==> config.mk <==
export PLATFORM = sky130hd
export DESIGN_NAME = adder_arbiter
export DESIGN_NICKNAME = d
export VERILOG_FILES = /design/src/rtl/adder_pkg.sv /design/src/rtl/rr_arbiter.sv /design/src/rtl/adder_arbiter.sv
export SDC_FILE = /design/constraint.sdc
export NUM_CORES = 1
export LEC_CHECK = 0
export CORE_MARGIN = 4
export CORE_UTILIZATION = 40
export CTS_CLUSTER_DIAMETER = 200
export DETAILED_ROUTE_END_ITERATION = 16
export PLACE_DENSITY = 0.77
export SLEW_MARGIN = 5
export SYNTH_ARGS = -nofsm -noshare
export SYNTH_HDL_FRONTEND = slang
export SYNTH_HIERARCHICAL = 1
export SYNTH_SLANG_ARGS = --single-unit
==> constraint.sdc <==
create_clock -name clk -period 3.7 [get_ports clk]
set_input_delay 0.74 -clock clk [delete_from_list [all_inputs] [get_ports clk]]
set_output_delay 0.74 -clock clk [all_outputs]
set_load 0.005 [all_outputs]
==> src/rtl/adder_pkg.sv <==
`default_nettype none
// ============================================================================
// Module   : adder_pkg
// Purpose  : Shared definitions for the arbitrated adder. It holds the FSM
//            state encoding, the default operand width and requester count,
//            and a helper that sizes requester-index fields.
// Ports    : none (package)
// Revision : 1.0 - initial release
// ============================================================================
package adder_pkg;

  localparam int unsigned DEF_N    = 32;
  localparam int unsigned DEF_NREQ = 4;

  typedef enum logic [1:0] {
    IDLE = 2'd0,
    EXEC = 2'd1,
    DONE = 2'd2
  } state_t;

  // Index width for a requester count. A single requester still needs one bit.
  function automatic int unsigned id_width(input int unsigned n);
    return (n > 1) ? $clog2(n) : 1;
  endfunction

endpackage : adder_pkg
`default_nettype wire

==> src/rtl/rr_arbiter.sv <==
`default_nettype none
// ============================================================================
// Module   : rr_arbiter
// Purpose  : Combinational round-robin grant. The search starts one position
//            after i_ptr, the last-granted index, and wraps modulo NREQ. At
//            most one grant bit is set.
// Ports    : i_req   [NREQ-1:0] request vector
//            i_ptr   [IDW-1:0]  last-granted index
//            o_grant [NREQ-1:0] one-hot grant, all zero when no request
// Revision : 1.0 - initial release
// ============================================================================
module rr_arbiter
  import adder_pkg::*;
#(
  parameter  int unsigned NREQ = DEF_NREQ,
  localparam int unsigned IDW  = id_width(NREQ)
) (
  input  logic [NREQ-1:0] i_req,
  input  logic [IDW-1:0]  i_ptr,
  output logic [NREQ-1:0] o_grant
);

  logic [IDW-1:0] w_idx;
  logic           w_found;

  always_comb begin
    o_grant = '0;
    w_found = 1'b0;
    w_idx   = '0;
    // k = NREQ wraps back to i_ptr itself. The last-granted requester
    // therefore has the lowest priority but is still eligible.
    for (int k = 1; k <= int'(NREQ); k++) begin
      w_idx = IDW'((int'(i_ptr) + k) % int'(NREQ));
      if (!w_found && i_req[w_idx]) begin
        o_grant[w_idx] = 1'b1;
        w_found        = 1'b1;
      end
    end
  end

endmodule : rr_arbiter
`default_nettype wire

==> src/rtl/adder_arbiter.sv <==
`default_nettype none
// ============================================================================
// Module   : adder_arbiter
// Purpose  : NREQ requesters share one N-bit adder. In IDLE, a round-robin
//            grant accepts one request and latches its operands. EXEC
//            computes a + b + cin and registers the result. DONE holds the
//            result until the consumer accepts it. The block also counts
//            completed operations and overflows, and both counters saturate.
// Ports    : clk, rst_n            clock, async active-low reset
//            req_valid/req_ready   per-requester handshake [NREQ]
//            req_a/req_b           packed operands, requester i at [i*N +: N]
//            req_cin               per-requester carry-in [NREQ]
//            res_valid/res_ready   result handshake
//            res_id                owning requester index
//            res_sum/res_cout/res_of  sum, carry-out, signed overflow
//            ops_cnt/of_cnt        16-bit saturating counters
// Revision : 1.0 - initial release
// ============================================================================
module adder_arbiter
  import adder_pkg::*;
#(
  parameter  int unsigned N    = DEF_N,
  parameter  int unsigned NREQ = DEF_NREQ,
  localparam int unsigned IDW  = id_width(NREQ)
) (
  input  logic              clk,
  input  logic              rst_n,
  input  logic [NREQ-1:0]   req_valid,
  output logic [NREQ-1:0]   req_ready,
  input  logic [NREQ*N-1:0] req_a,
  input  logic [NREQ*N-1:0] req_b,
  input  logic [NREQ-1:0]   req_cin,
  output logic              res_valid,
  input  logic              res_ready,
  output logic [IDW-1:0]    res_id,
  output logic [N-1:0]      res_sum,
  output logic              res_cout,
  output logic              res_of,
  output logic [15:0]       ops_cnt,
  output logic [15:0]       of_cnt
);

  state_t         r_state;
  logic [IDW-1:0] r_ptr;
  logic [IDW-1:0] r_id;
  logic [N-1:0]   r_a;
  logic [N-1:0]   r_b;
  logic           r_cin;

  logic [NREQ-1:0] w_grant;
  logic [IDW-1:0]  w_gnt_idx;
  logic [N-1:0]    w_sel_a;
  logic [N-1:0]    w_sel_b;
  logic            w_sel_cin;
  logic            w_accept;
  logic [N:0]      w_sum_full;
  logic            w_of;

  rr_arbiter #(
    .NREQ (NREQ)
  ) u_rr_arbiter (
    .i_req   (req_valid),
    .i_ptr   (r_ptr),
    .o_grant (w_grant)
  );

  // Convert the one-hot grant to an index and mux the granted operands.
  always_comb begin
    w_gnt_idx = '0;
    w_sel_a   = '0;
    w_sel_b   = '0;
    w_sel_cin = 1'b0;
    for (int i = 0; i < int'(NREQ); i++) begin
      if (w_grant[i]) begin
        w_gnt_idx = IDW'(i);
        w_sel_a   = req_a[i*N +: N];
        w_sel_b   = req_b[i*N +: N];
        w_sel_cin = req_cin[i];
      end
    end
  end

  assign w_accept = (r_state == IDLE) && (|req_valid);

  // Gating req_ready with rst_n keeps every output at zero while reset is
  // held, even if a requester is already asserting valid.
  assign req_ready = ((r_state == IDLE) && rst_n) ? w_grant : '0;

  assign w_sum_full = {1'b0, r_a} + {1'b0, r_b} + {{N{1'b0}}, r_cin};
  // Overflow: both operands have the same sign, and the sum's sign differs.
  assign w_of = (r_a[N-1] == r_b[N-1]) && (w_sum_full[N-1] != r_a[N-1]);

  always_ff @(posedge clk or negedge rst_n) begin
    if (!rst_n) begin
      r_state   <= IDLE;
      r_ptr     <= IDW'(NREQ - 1);
      r_id      <= '0;
      r_a       <= '0;
      r_b       <= '0;
      r_cin     <= 1'b0;
      res_valid <= 1'b0;
      res_id    <= '0;
      res_sum   <= '0;
      res_cout  <= 1'b0;
      res_of    <= 1'b0;
      ops_cnt   <= '0;
      of_cnt    <= '0;
    end else begin
      case (r_state)
        IDLE: begin
          if (w_accept) begin
            r_a     <= w_sel_a;
            r_b     <= w_sel_b;
            r_cin   <= w_sel_cin;
            r_id    <= w_gnt_idx;
            r_ptr   <= w_gnt_idx;
            r_state <= EXEC;
          end
        end
        EXEC: begin
          res_sum   <= w_sum_full[N-1:0];
          res_cout  <= w_sum_full[N];
          res_of    <= w_of;
          res_id    <= r_id;
          res_valid <= 1'b1;
          r_state   <= DONE;
        end
        DONE: begin
          if (res_valid && res_ready) begin
            res_valid <= 1'b0;
            r_state   <= IDLE;
            if (ops_cnt != 16'hFFFF) begin
              ops_cnt <= ops_cnt + 16'd1;
            end
            if (res_of && (of_cnt != 16'hFFFF)) begin
              of_cnt <= of_cnt + 16'd1;
            end
          end
        end
        default: r_state <= IDLE;
      endcase
    end
  end

endmodule : adder_arbiter
`default_nettype wire

==> results.json <==
{
  "synth_area_per_cell_um2": 8.92,
  "mostFrequentLayoutCell": "clkdlybuf4s50_1",
  "fp.coreArea_mm2": 0.0212,
  "status": "complete, no violations",
  "synth-xor-area-share": 0.0524,
  "timing_hold_violations_final": 0,
  "tightestPinTransition_ps": 968,
  "layout_common_cells": "330 x clkdlybuf4s50_1, 160 x nor2_1, 138 x dfrtp_1",
  "start_util": 0.410,
  "die-area_mm2": 0.0242,
  "cp-end-kind": "flop",
  "drt-initial-drc-count": 525,
  "critical-path-top-delay-family": "buffers and inverters",
  "synth-simple-area-share": 0.168,
  "route.detailed.drc": 0,
  "syn_inst": 974,
  "hpwl_um": 23300,
  "rows": 53,
  "synth_top_area_frac": 0.397,
  "syn-cell-area_mm2": 0.00869,
  "clock-sinks": 140,
  "htree_levels": 4,
  "setup_viol": 0,
  "min_period_over_period": 0.979,
  "async_flop_share": 1.00,
  "ant_nets": 0,
  "cts_inserted_buffers": 17,
  "die_h_um": 155,
  "r2r_cells": 19,
  "synth_top_family_by_area": "compound AO/OA/AOI/OAI gates",
  "cpMostUsedCell": "buf_4",
  "dieWidth_um": 155,
  "worstPathArrival_ps": 3970,
  "fillers": 1773,
  "place.gp.congestion": 0.928,
  "synth_compound_area_frac": 0.263,
  "p_per_area_mw_per_mm2": 1060,
  "routed_via_density": 5.52,
  "cts_tree": "built",
  "hold_buffers": 0,
  "dpl_cell_area_mm2": 0.0125,
  "critPathMaxStageDelay_ps": 560,
  "totalWireLength_um": 31700,
  "cts.clk_slew.worst_paths_ps": 70,
  "synth-seq-cells": 140,
  "synthAdderAreaFrac": 0.0636,
  "root_buffer": "clkbuf_16",
  "clockBufferDepth": 2,
  "yosysUniqueCellTypes": 64,
  "path_cells": "inv_4 -> ha_4 -> mux4_2 -> nor4b_4 -> buf_4 -> buf_4 -> nand2_2 -> o211ai_1 -> buf_4 -> buf_4 -> buf_4 -> nor2b_4 -> buf_6 -> buf_8 -> clkbuf_16 -> a22oi_1 -> nor2_1 -> a221oi_1 -> a21oi_1",
  "synth-edff-count": 0,
  "io_buffers": 339,
  "grt_pass1_vias": 8466,
  "max_slew_margin": 0.354,
  "path_class": "reg2reg",
  "leakage_nw": 5.68,
  "area_delta_synth_final_pct": 56.5,
  "antenna_found_initial": 3,
  "synth_top_cell_by_area": "dfrtp_1",
  "grt_max_degree": 74,
  "synth_warnings": 6,
  "slowest_stage": "dfstp_2",
  "fin_crit_ps": 3620,
  "final_max_slew_viol_count": 0,
  "final_area_mm2": 0.0136,
  "worstPathMaxFanout": 5,
  "worst-path-buf-inv": 9,
  "clk_latency_ps": 420,
  "synth_nets": 1284,
  "irDropWorstVdd_v": 0.000730,
  "hp-class": "in2async",
  "fin_util": 0.641,
  "gr-total-overflow": 0,
  "synthMuxAreaShare": 0.0164,
  "io_pins": 340,
  "fmax_mhz": 276,
  "finClkSkew_ps": 12.5,
  "drive_above_1_share": 0.114,
  "cap_viol_max_count": 0,
  "ys_top_cells_by_area": "dfrtp_1 40%, nor2_1 6.9%, a221oi_1 6.7%",
  "dr.pass1.iters": 5,
  "grt_pass1_wl_um": 45400,
  "avgRoutedWirePerCell_um": 19.7,
  "yosysSeqAreaShare": 0.403,
  "cp-start-kind": "flop",
  "cp.depth": 19,
  "final_nets": 1628,
  "synthFlopType": "dfrtp_1",
  "track_usage": 0.237,
  "num_vias": 8889,
  "crit_required_ps": 4040
}
final timing paths:
check,start,endpoint,slack (ps)
min in group clk,res_sum[20],res_sum[20],480
hold / removal,rst_n,of_cnt[15],180
setup reg to reg,r_ptr[1],r_b[6],80
max in group asynchronous,rst_n,r_a[13],2270
setup / recovery,r_ptr[1],r_b[6],80
hold reg to reg,res_sum[20],res_sum[20],480
metrics by stage:
stage | setup WS, ps | total power [mW] | std cells | setup TNS, ps | hold WS, ps
global placement | -56.9 | 11.4 | 1556 | -211 | 455
global route | -37.4 | 15.5 | 1609 | -74.0 | 193
detailed placement | -73.7 | 11.5 | 1556 | -328 | 462
floorplan | 88.9 | 8.61 | 974 | 0 | 439
finish | 77.3 | 14.5 | 1609 | 0 | 180
CTS | -7.65 | 13.6 | 1595 | -7.65 | 178
cell usage after synthesis (all sizes together), types with 3 or more instances:
cell / count
a21o: 17
a21oi: 103
a221oi: 66
a22oi: 65
a31oi: 3
and2: 4
and3: 14
and4: 3
buf: 13
clkbuf: 50
dfrtp: 138
ha: 41
inv: 11
mux2: 4
mux4: 4
nand2: 87
nand2b: 4
nand3: 22
nand3b: 3
nand4: 5
nor2: 161
nor2b: 6
nor3: 7
nor3b: 6
nor4: 4
o211ai: 8
o21a: 6
o21ai: 37
o31ai: 6
xnor2: 30
xor2: 22
state kept, by name, indices dropped and copies added (netlist names), 2 cells and up:
signal   count
r_a         32
of_cnt      16
r_id         2
res_sum     32
r_b         32
res_id       2
r_ptr        2
r_state      2
ops_cnt     16
cell type report:
type	count	area, um2	share of cell area
multi-input combinational	760	5120	0.376
inverter	11	46.3	0.00340
clock buffer	17	425	0.0313
timing repair buffer	388	3950	0.290
tap	275	344	0.0253
antenna	3	7.51	0.000552
sequential	140	3510	0.258
clock inverter	15	206	0.0152
power breakdown:
part | internal, mW | total (mW) | switching (mW)
clock network | 1.09 | 1.83 | 0.738
registers | 2.24 | 2.75 | 0.504
logic | 4.53 | 9.91 | 5.38
layer usage:
layer	GRT usage	wire length [um]	vias to the layer above
met5	0	0	-
met4	0.0554	716	0
met3	0.0548	1840	38
met2	0.411	16100	285
met1	0.300	13000	4273
li1	-	-	4293
cells by family after synthesis:
kind of cell             count (synthesis)
adder cells (fa/ha/maj)                 43
AND/OR/NAND/NOR                        329
buffers and inverters                   74
XOR/XNOR                                52
flip-flops                             140
AO/OA/AOI/OAI                          328
multiplexers                             8
timing repair:
item                       4_1_cts  5_1_grt
pin swaps                        3       11
setup buffers                    7        8
hold endpoints to repair         0        0
setup endpoints to repair        4       68
gates resized for setup         14       49
cloned                           0        7
No activity file was read; power rests on OpenSTA's default activity.
